**src/rtl/rv5stage_pkg.sv**
```systemverilog
`default_nettype none
// ---------------------------------------------------------------------------
// Module  : rv5stage_pkg
// Brief   : Shared widths and types for the 5-stage core writeback path.
// Revision: 1.0 - initial release
// ---------------------------------------------------------------------------
package rv5stage_pkg;

  localparam int XLEN   = 32;
  localparam int REG_AW = 5;

  // Writeback source identifiers; also the encoding of the arbiter's history.
  typedef enum logic {
    WB_SRC_A = 1'b0,
    WB_SRC_B = 1'b1
  } wb_src_e;

endpackage
`default_nettype wire

```
**src/rtl/rr_arb2.sv**
```systemverilog
`default_nettype none
// ---------------------------------------------------------------------------
// Module  : rr_arb2
// Brief   : Two-way round-robin arbiter, one-hot combinational grant with a
//           registered record of the last winner.
// Revision: 1.0 - initial release
// ---------------------------------------------------------------------------
module rr_arb2
  import rv5stage_pkg::*;
(
  input  logic    clk,
  input  logic    rst_n,
  input  logic    req_a,
  input  logic    req_b,
  output logic    gnt_a,
  output logic    gnt_b,
  output wb_src_e last_grant
);

  // A wins when alone or when B won the previous contested or lone grant.
  always_comb begin
    gnt_a = req_a && (!req_b || (last_grant == WB_SRC_B));
    gnt_b = req_b && !gnt_a;
  end

  // History updates on every grant; reset favours A on the first tie.
  always_ff @(posedge clk or negedge rst_n) begin
    if (!rst_n) begin
      last_grant <= WB_SRC_B;
    end else if (gnt_a) begin
      last_grant <= WB_SRC_A;
    end else if (gnt_b) begin
      last_grant <= WB_SRC_B;
    end
  end

endmodule
`default_nettype wire

```
**src/rtl/wb_scoreboard.sv**
```systemverilog
`default_nettype none
// ---------------------------------------------------------------------------
// Module  : wb_scoreboard
// Brief   : Register scoreboard with RAW/WAW issue stall and round-robin
//           ALU/LSU writeback onto a single registered register-file port.
// Revision: 1.0 - initial release
// ---------------------------------------------------------------------------
module wb_scoreboard
  import rv5stage_pkg::*;
#(
  parameter int XLEN = rv5stage_pkg::XLEN,
  parameter int AW   = rv5stage_pkg::REG_AW,
  parameter int NREG = 1 << AW
) (
  input  logic            clk,
  input  logic            rst_n,
  input  logic            iss_valid,
  input  logic [AW-1:0]   iss_rs1,
  input  logic [AW-1:0]   iss_rs2,
  input  logic [AW-1:0]   iss_rd,
  input  logic            iss_rd_wen,
  output logic            iss_ready,
  input  logic            a_valid,
  input  logic [AW-1:0]   a_addr,
  input  logic [XLEN-1:0] a_data,
  output logic            a_ready,
  input  logic            b_valid,
  input  logic [AW-1:0]   b_addr,
  input  logic [XLEN-1:0] b_data,
  output logic            b_ready,
  output logic            w_enable,
  output logic [AW-1:0]   w_addr,
  output logic [XLEN-1:0] w_data,
  output logic [AW:0]     pending_cnt,
  output logic            wb_err
);

  logic [NREG-1:0] pending;
  logic [NREG-1:0] pending_nxt;
  logic [AW:0]     cnt_nxt;
  logic            set_en;
  logic            gnt_a;
  logic            gnt_b;
  logic            gnt_any;
  logic [AW-1:0]   gnt_addr;
  logic [XLEN-1:0] gnt_data;
  wb_src_e         last_grant;

  rr_arb2 u_arb (
    .clk        (clk),
    .rst_n      (rst_n),
    .req_a      (a_valid),
    .req_b      (b_valid),
    .gnt_a      (gnt_a),
    .gnt_b      (gnt_b),
    .last_grant (last_grant)
  );

  // Hazard check against current state only; a commit this cycle is not bypassed.
  always_comb begin
    iss_ready = !(pending[iss_rs1] && (iss_rs1 != '0))
             && !(pending[iss_rs2] && (iss_rs2 != '0))
             && !(iss_rd_wen && (iss_rd != '0) && pending[iss_rd]);
    set_en    = iss_valid && iss_ready && iss_rd_wen && (iss_rd != '0);
  end

  // Route the winning requester onto the write-port input.
  always_comb begin
    a_ready  = gnt_a;
    b_ready  = gnt_b;
    gnt_any  = gnt_a || gnt_b;
    gnt_addr = gnt_a ? a_addr : b_addr;
    gnt_data = gnt_a ? a_data : b_data;
  end

  // Next pending set: commit clears first so a same-index issue set wins.
  always_comb begin
    pending_nxt = pending;
    if (w_enable) begin
      pending_nxt[w_addr] = 1'b0;
    end
    if (set_en) begin
      pending_nxt[iss_rd] = 1'b1;
    end
    pending_nxt[0] = 1'b0;
    cnt_nxt = '0;
    for (int i = 0; i < NREG; i++) begin
      cnt_nxt = cnt_nxt + (AW+1)'(pending_nxt[i]);
    end
  end

  // Scoreboard state and its population count move together.
  always_ff @(posedge clk or negedge rst_n) begin
    if (!rst_n) begin
      pending     <= '0;
      pending_cnt <= '0;
    end else begin
      pending     <= pending_nxt;
      pending_cnt <= cnt_nxt;
    end
  end

  // Registered write port; a grant to x0 is consumed without writing.
  always_ff @(posedge clk or negedge rst_n) begin
    if (!rst_n) begin
      w_enable <= 1'b0;
      w_addr   <= '0;
      w_data   <= '0;
    end else begin
      w_enable <= gnt_any && (gnt_addr != '0);
      if (gnt_any) begin
        w_addr <= gnt_addr;
        w_data <= gnt_data;
      end
    end
  end

  // Sticky flag for a writeback that no issued instruction is waiting on.
  always_ff @(posedge clk or negedge rst_n) begin
    if (!rst_n) begin
      wb_err <= 1'b0;
    end else if (gnt_any && (gnt_addr != '0) && !pending[gnt_addr]) begin
      wb_err <= 1'b1;
    end
  end

endmodule
`default_nettype wire

```
**config.mk**
```make
export PLATFORM = sky130hd
export DESIGN_NAME = wb_scoreboard
export DESIGN_NICKNAME = d
export VERILOG_FILES = /design/src/rtl/rv5stage_pkg.sv /design/src/rtl/rr_arb2.sv /design/src/rtl/wb_scoreboard.sv
export SDC_FILE = /design/constraint.sdc
export NUM_CORES = 1
export LEC_CHECK = 0
export BUFFER_PORTS_ARGS = -buffer_cell sky130_fd_sc_hd__buf_2
export CAP_MARGIN = 20
export CORE_ASPECT_RATIO = 2
export CORE_MARGIN = 2
export CORE_UTILIZATION = 54
export DETAILED_ROUTE_END_ITERATION = 10
export PLACE_DENSITY = 0.9
export SLEW_MARGIN = 40
export SYNTH_ARGS = -nofsm -noshare
export SYNTH_HDL_FRONTEND = slang
export SYNTH_SLANG_ARGS = --single-unit
```
**constraint.sdc**
```tcl
create_clock -name clk -period 7.5 [get_ports clk]
set_clock_uncertainty 0.15 [all_clocks]
set_input_delay 0.75 -clock clk [delete_from_list [all_inputs] [get_ports clk]]
set_output_delay 0.75 -clock clk [all_outputs]
set_load 0.03 [all_outputs]
```
# == Word level (Yosys, flattened, before mapping) ==
# Index checks and enable logic that the tools add are counted.
# totals
register_bits,77
inputBits,95
elab_cells,93
output_inout_bits,48
# classes
n_bitwise,3
reduce_logical,28
muxes,18
add_sub_neg,30
magnitude_cmp,7
# ops
operator,n
$add A6 B1 Y6,25
$mux W32,3
$and A32 B32 Y32,1
$not A32 Y32,1
$or A32 B32 Y32,1
$lt A5 B6 Y1 const B,5
$bmux W1 S5,4
$reduce_bool A5 Y1,4
$logic_and A1 B1 Y1,15
$demux W1 S5,2
$ge A5 B1 Y1 const B,2
$mux W1,8
$add A5 B1 Y6,1
$logic_not A1 Y1,6
$add A4 B1 Y5,1
$mux W5,1
$add A3 B1 Y4,1
$add A2 B1 Y3,1
$add A1 B1 Y2,1
$logic_or A1 B1 Y1,2
$reduce_bool A2 Y1,1

# == Logic depth before layout (Yosys ltp) ==
# logic_depth
ltp_word,40
mapped_depth,26
depth_no_buf,23

# == By module ==
# Synthesis repeated with hierarchy kept, for this count alone.
# unflattened
hier_cells,546
hier_area_um2,5520.3
# by_module_without_submodules
mod,area_per_inst_um2,cells_each,seq_area_each_um2,instances
wb_scoreboard,5466.5,540,1901.8,1
rr_arb2,53.8,6,26.3,1

# == Worst setup path after synthesis ==
# OpenSTA, ideal clock, no wires.
# synth_timing
path_kind,input -> register
from,input port iss_rs2[0]
to,register pending_cnt[4]
required_time_ns,7.270
arrival_ns,7.332
n_path_buf,2
setup_ns,0.080
slack_ns,-0.062
stages,25
path_cell_list,buf_2 mux4_2 mux4_2 or2_0 a221o_1 nor3_2 nand2_1 clkbuf_1 o21a_1 fa_1 inv_1 fa_1 inv_1 fa_1 inv_1 fa_1 fa_1 fa_1 inv_1 fa_1 inv_1 fa_1 a21o_1 a21oi_1 xnor2_1
# synth_via
elab_chain_cells,40
word_cells_on_any_way,41
classes_between,add/sub (30); mux (3); reduce/logical (8)
# synth_lines
item,line_no,source
"start, declared",wb_scoreboard.sv:19,"input logic [AW-1:0] iss_rs2,"
$bmux W1 S5,wb_scoreboard.sv:62,&& !(pending[iss_rs2] && (iss_rs2 != '0))
$mux W1 (not written as such),wb_scoreboard.sv:62,
$logic_and A1 B1 Y1 (*),wb_scoreboard.sv:62,
$logic_not A1 Y1 (*),wb_scoreboard.sv:62,
$logic_and A1 B1 Y1 (*),wb_scoreboard.sv:62,
$logic_and A1 B1 Y1 (*),wb_scoreboard.sv:63,&& !(iss_rd_wen && (iss_rd != '0) && pending[iss_rd]);
$logic_and A1 B1 Y1 (*) (3 in a row),wb_scoreboard.sv:64,set_en = iss_valid && iss_ready && iss_rd_wen && (iss_rd != '0);
$mux W32 (*),wb_scoreboard.sv:82,if (set_en) begin
$add A1 B1 Y2,wb_scoreboard.sv:88,cnt_nxt = cnt_nxt + (AW+1)'(pending_nxt[i]);
$add A2 B1 Y3,wb_scoreboard.sv:88,
$add A3 B1 Y4,wb_scoreboard.sv:88,
$add A4 B1 Y5,wb_scoreboard.sv:88,
$add A5 B1 Y6,wb_scoreboard.sv:88,
$add A6 B1 Y6 (24 in a row),wb_scoreboard.sv:88,
$add A6 B1 Y6 (*),wb_scoreboard.sv:88,
net cnt_nxt[4],wb_scoreboard.sv:40,logic [AW:0] cnt_nxt;
"end signal, assigned",wb_scoreboard.sv:99,pending_cnt <= cnt_nxt;
"end, declared",wb_scoreboard.sv:34,"output logic [AW:0] pending_cnt,"
# The timed path passes the listed nets; every way through them passes the cells marked *. The select of a mux whose other input is x is not followed.
# A chain may end at the register's enable or synchronous reset.

# == Worst setup path in the final report ==
# Same ends and word-level chain as after synthesis.

==> results.py <==
metrics = {
    "run_status": {
        "status": "finished, final reports clean",
    },
    "global_routing": {
        "grt_max_degree": 78,
        "use_met2_pct": 60.0,
        "overflow": 0,
        "antenna_found_initial": 1,
        "grt_pass1_wl_um": 27700,
        "grtUsageTotal_pct": 34.8,
        "grt_use_met3_pct": 9.83,
        "use_met1_pct": 30.7,
        "busiest_layer": "met2",
        "grt_pass1_vias": 5412,
    },
    "die": {
        "dieArea_um2": 10900,
        "fp-row-count": 51,
        "ios": 143,
        "core_region_area_um2": 9760,
        "start_util_pct": 55.6,
        "die_width_um": 74.9,
        "die_h_um": 146,
    },
    "place": {
        "post-place-cells": 774,
        "portBuffers": 142,
        "post-place-ws_ps": -243,
        "gp_congestion": 1.12,
        "dp_hpwl_um": 14300,
    },
    "detailed_routing": {
        "routedWlPerCell_um": 23.0,
        "ant_nets": 0,
        "drtIter0Drc": 331,
        "via_per_inst": 6.31,
        "first_pass_iters": 7,
        "via_count": 5023,
        "remaining_drc_errors": 0,
        "wirelength_um": 18300,
    },
    "yosys": {
        "synth.distinct_cells": 48,
        "synthArstFlopShare_pct": 100,
        "yosys.cell_count.top_type": "dfrtp_1",
        "synth_area_um2": 5430,
        "yosys_warnings": 0,
        "synth.largest_area_cell": "dfrtp_1",
        "syn-instance-count": 508,
        "seq_area_frac_synth_pct": 35.5,
        "ys.flop_type": "dfrtp_1",
        "synth_top_area_share_pct": 35.0,
        "synth_common_cells": "76 x dfrtp_1, 66 x o21ai_0, 53 x mux2i_1",
        "syn-num-nets": 633,
        "synth-seq-cells": 77,
        "synthTopCellsByArea": "dfrtp_1 35%, mux4_2 15%, mux2i_1 9.8%",
        "synth_edf_count": 0,
        "syn_area_per_cell_um2": 10.7,
    },
    "layout": {
        "post-route-util_pct": 68.9,
        "drive_gt1_share_pct": 35.7,
        "final_cells": 796,
        "fill_cells": 742,
        "area_growth_pct": 23.9,
        "nets": 783,
    },
    "timing": {
        "hold_ws_ps": 246,
        "setup_violations": 0,
        "setup_ws_ps": 253,
        "fin_crit_ps": 7250,
        "hold_viol": 0,
        "slew_headroom_pct": 52.2,
        "max_freq_ghz": 0.138,
        "tightest_slew_ps": 698,
        "slew_viol_final": 0,
        "min_period_over_period_pct": 96.6,
    },
    "worst_setup_path": {
        "worstPathRequired_ps": 7590,
        "start_kind": "input pin",
        "crit_arrival_ps": 7330,
        "crit_type": "input pin to register",
        "end_kind": "register",
        "worstRegToRegCells": 22,
        "cp_max_fo": 5,
    },
    "cts": {
        "cts-root-buf": "clkbuf_16",
        "cts.clk_slew.worst_paths_ps": 70,
        "htree_levels": 3,
        "clock_path_buffers": 2,
        "postCtsHoldBufs": 0,
        "cts_buffers": 9,
        "clkLatencyLatePin_ps": 350,
        "cts_tree": "done",
        "clock_sinks": 77,
    },
    "job": {
        "max_cap_viol_count": 0,
    },
    "hold_path": {
        "min_path_type": "input pin to async pin",
    },
}
[final timing paths]
kind	slack [ps]	end	from
worst min register to register	340	u_arb.last_grant	u_arb.last_grant
worst max register to register	370	pending_cnt[4]	pending[13]
min in group clk	340	u_arb.last_grant	u_arb.last_grant
worst min-delay path	250	w_data[13]	rst_n
max in group asynchronous	6420	pending[14]	rst_n
worst max-delay path	250	pending_cnt[4]	iss_rs2[0]
[routing by layer]
layer / routed length (um) / part of all wire, %
met1: 5300 / 29
met2: 9590 / 52
met3: 1530 / 8.4
met4: 1870 / 10
met5: 0 / 0
[critical path: stages]
cell and delay, ps:
clkbuf_4 160, mux4_2 520, mux4_2 460, or2_0 210
a221o_1 410, nor3_4 200, nand3b_1 150, buf_2 190
o21a_1 210, fa_1 480, fa_1 500, inv_1 60
fa_1 470, fa_1 560, fa_1 440, fa_1 490
inv_1 50, fa_1 360, inv_1 100, fa_2 220
a21o_1 150, a21oi_2 70, xnor2_1 120
[state kept, by name (all words and copies together) (netlist names)]
| signal | flops |
|---|---|
| w_data | 32 |
| pending | 31 |
| pending_cnt | 6 |
| w_addr | 5 |
| u_arb.last_grant | 1 |
| w_enable | 1 |
| wb_err | 1 |
[through the flow]
step / setup TNS (ps) / cell area, um2
5_1_grt: -106 / 6730
3_3_place_gp: -34.9 / 6370
6_report: 0 / 6730
3_5_place_dp: -572 / 6370
4_1_cts: 0 / 6670
2_1_floorplan: 0 / 5430
[timing repair]
action / CTS / global route
resized for setup: 0 / 6
endpoints found under the setup margin: 0 / 4
setup buffers: 0 / 4
[layout make-up]
| type | instances | area, um2 | share of cell area [%] |
|---|---|---|---|
| clock inverters | 7 | 68.8 | 1.02 |
| repair buffers | 172 | 948 | 14.1 |
| well taps | 132 | 165 | 2.46 |
| diodes | 1 | 2.50 | 0.0372 |
| inverters | 31 | 116 | 1.73 |
| multi-input cells | 367 | 3270 | 48.6 |
| clock buffers | 9 | 225 | 3.35 |
| flip-flops and latches | 77 | 1930 | 28.7 |
[placed cells by master (no fill, tap or decap), types with 8 or more instances in the layout]
cell	n
dfrtp_1	76
nor2_1	12
a21oi_1	8
buf_2	140
o21ai_1	31
buf_4	29
o21ai_0	66
nor2b_1	8
clkbuf_16	9
o21a_1	21
mux4_2	36
mux2i_1	53
nand3b_1	8
inv_1	30
fa_1	22
nand2_1	46
[kinds of logic (layout without fill, tap and decap cells)]
family,after synthesis,count (layout),share of synthesized area [%]
multiplexers,90,90,24.9
adder cells (fa/ha/maj),30,30,10.1
flip-flops,77,77,35.5
AND/OR/NAND/NOR,98,98,8.99
other,0,1,0
XOR/XNOR,3,3,0.484
AO/OA/AOI/OAI,146,146,15.5
buffers and inverters,64,219,4.52
Power is left out: the tool's default activity adds up to more than one toggle a clock period on the data nets, which glitch-free logic cannot reach.
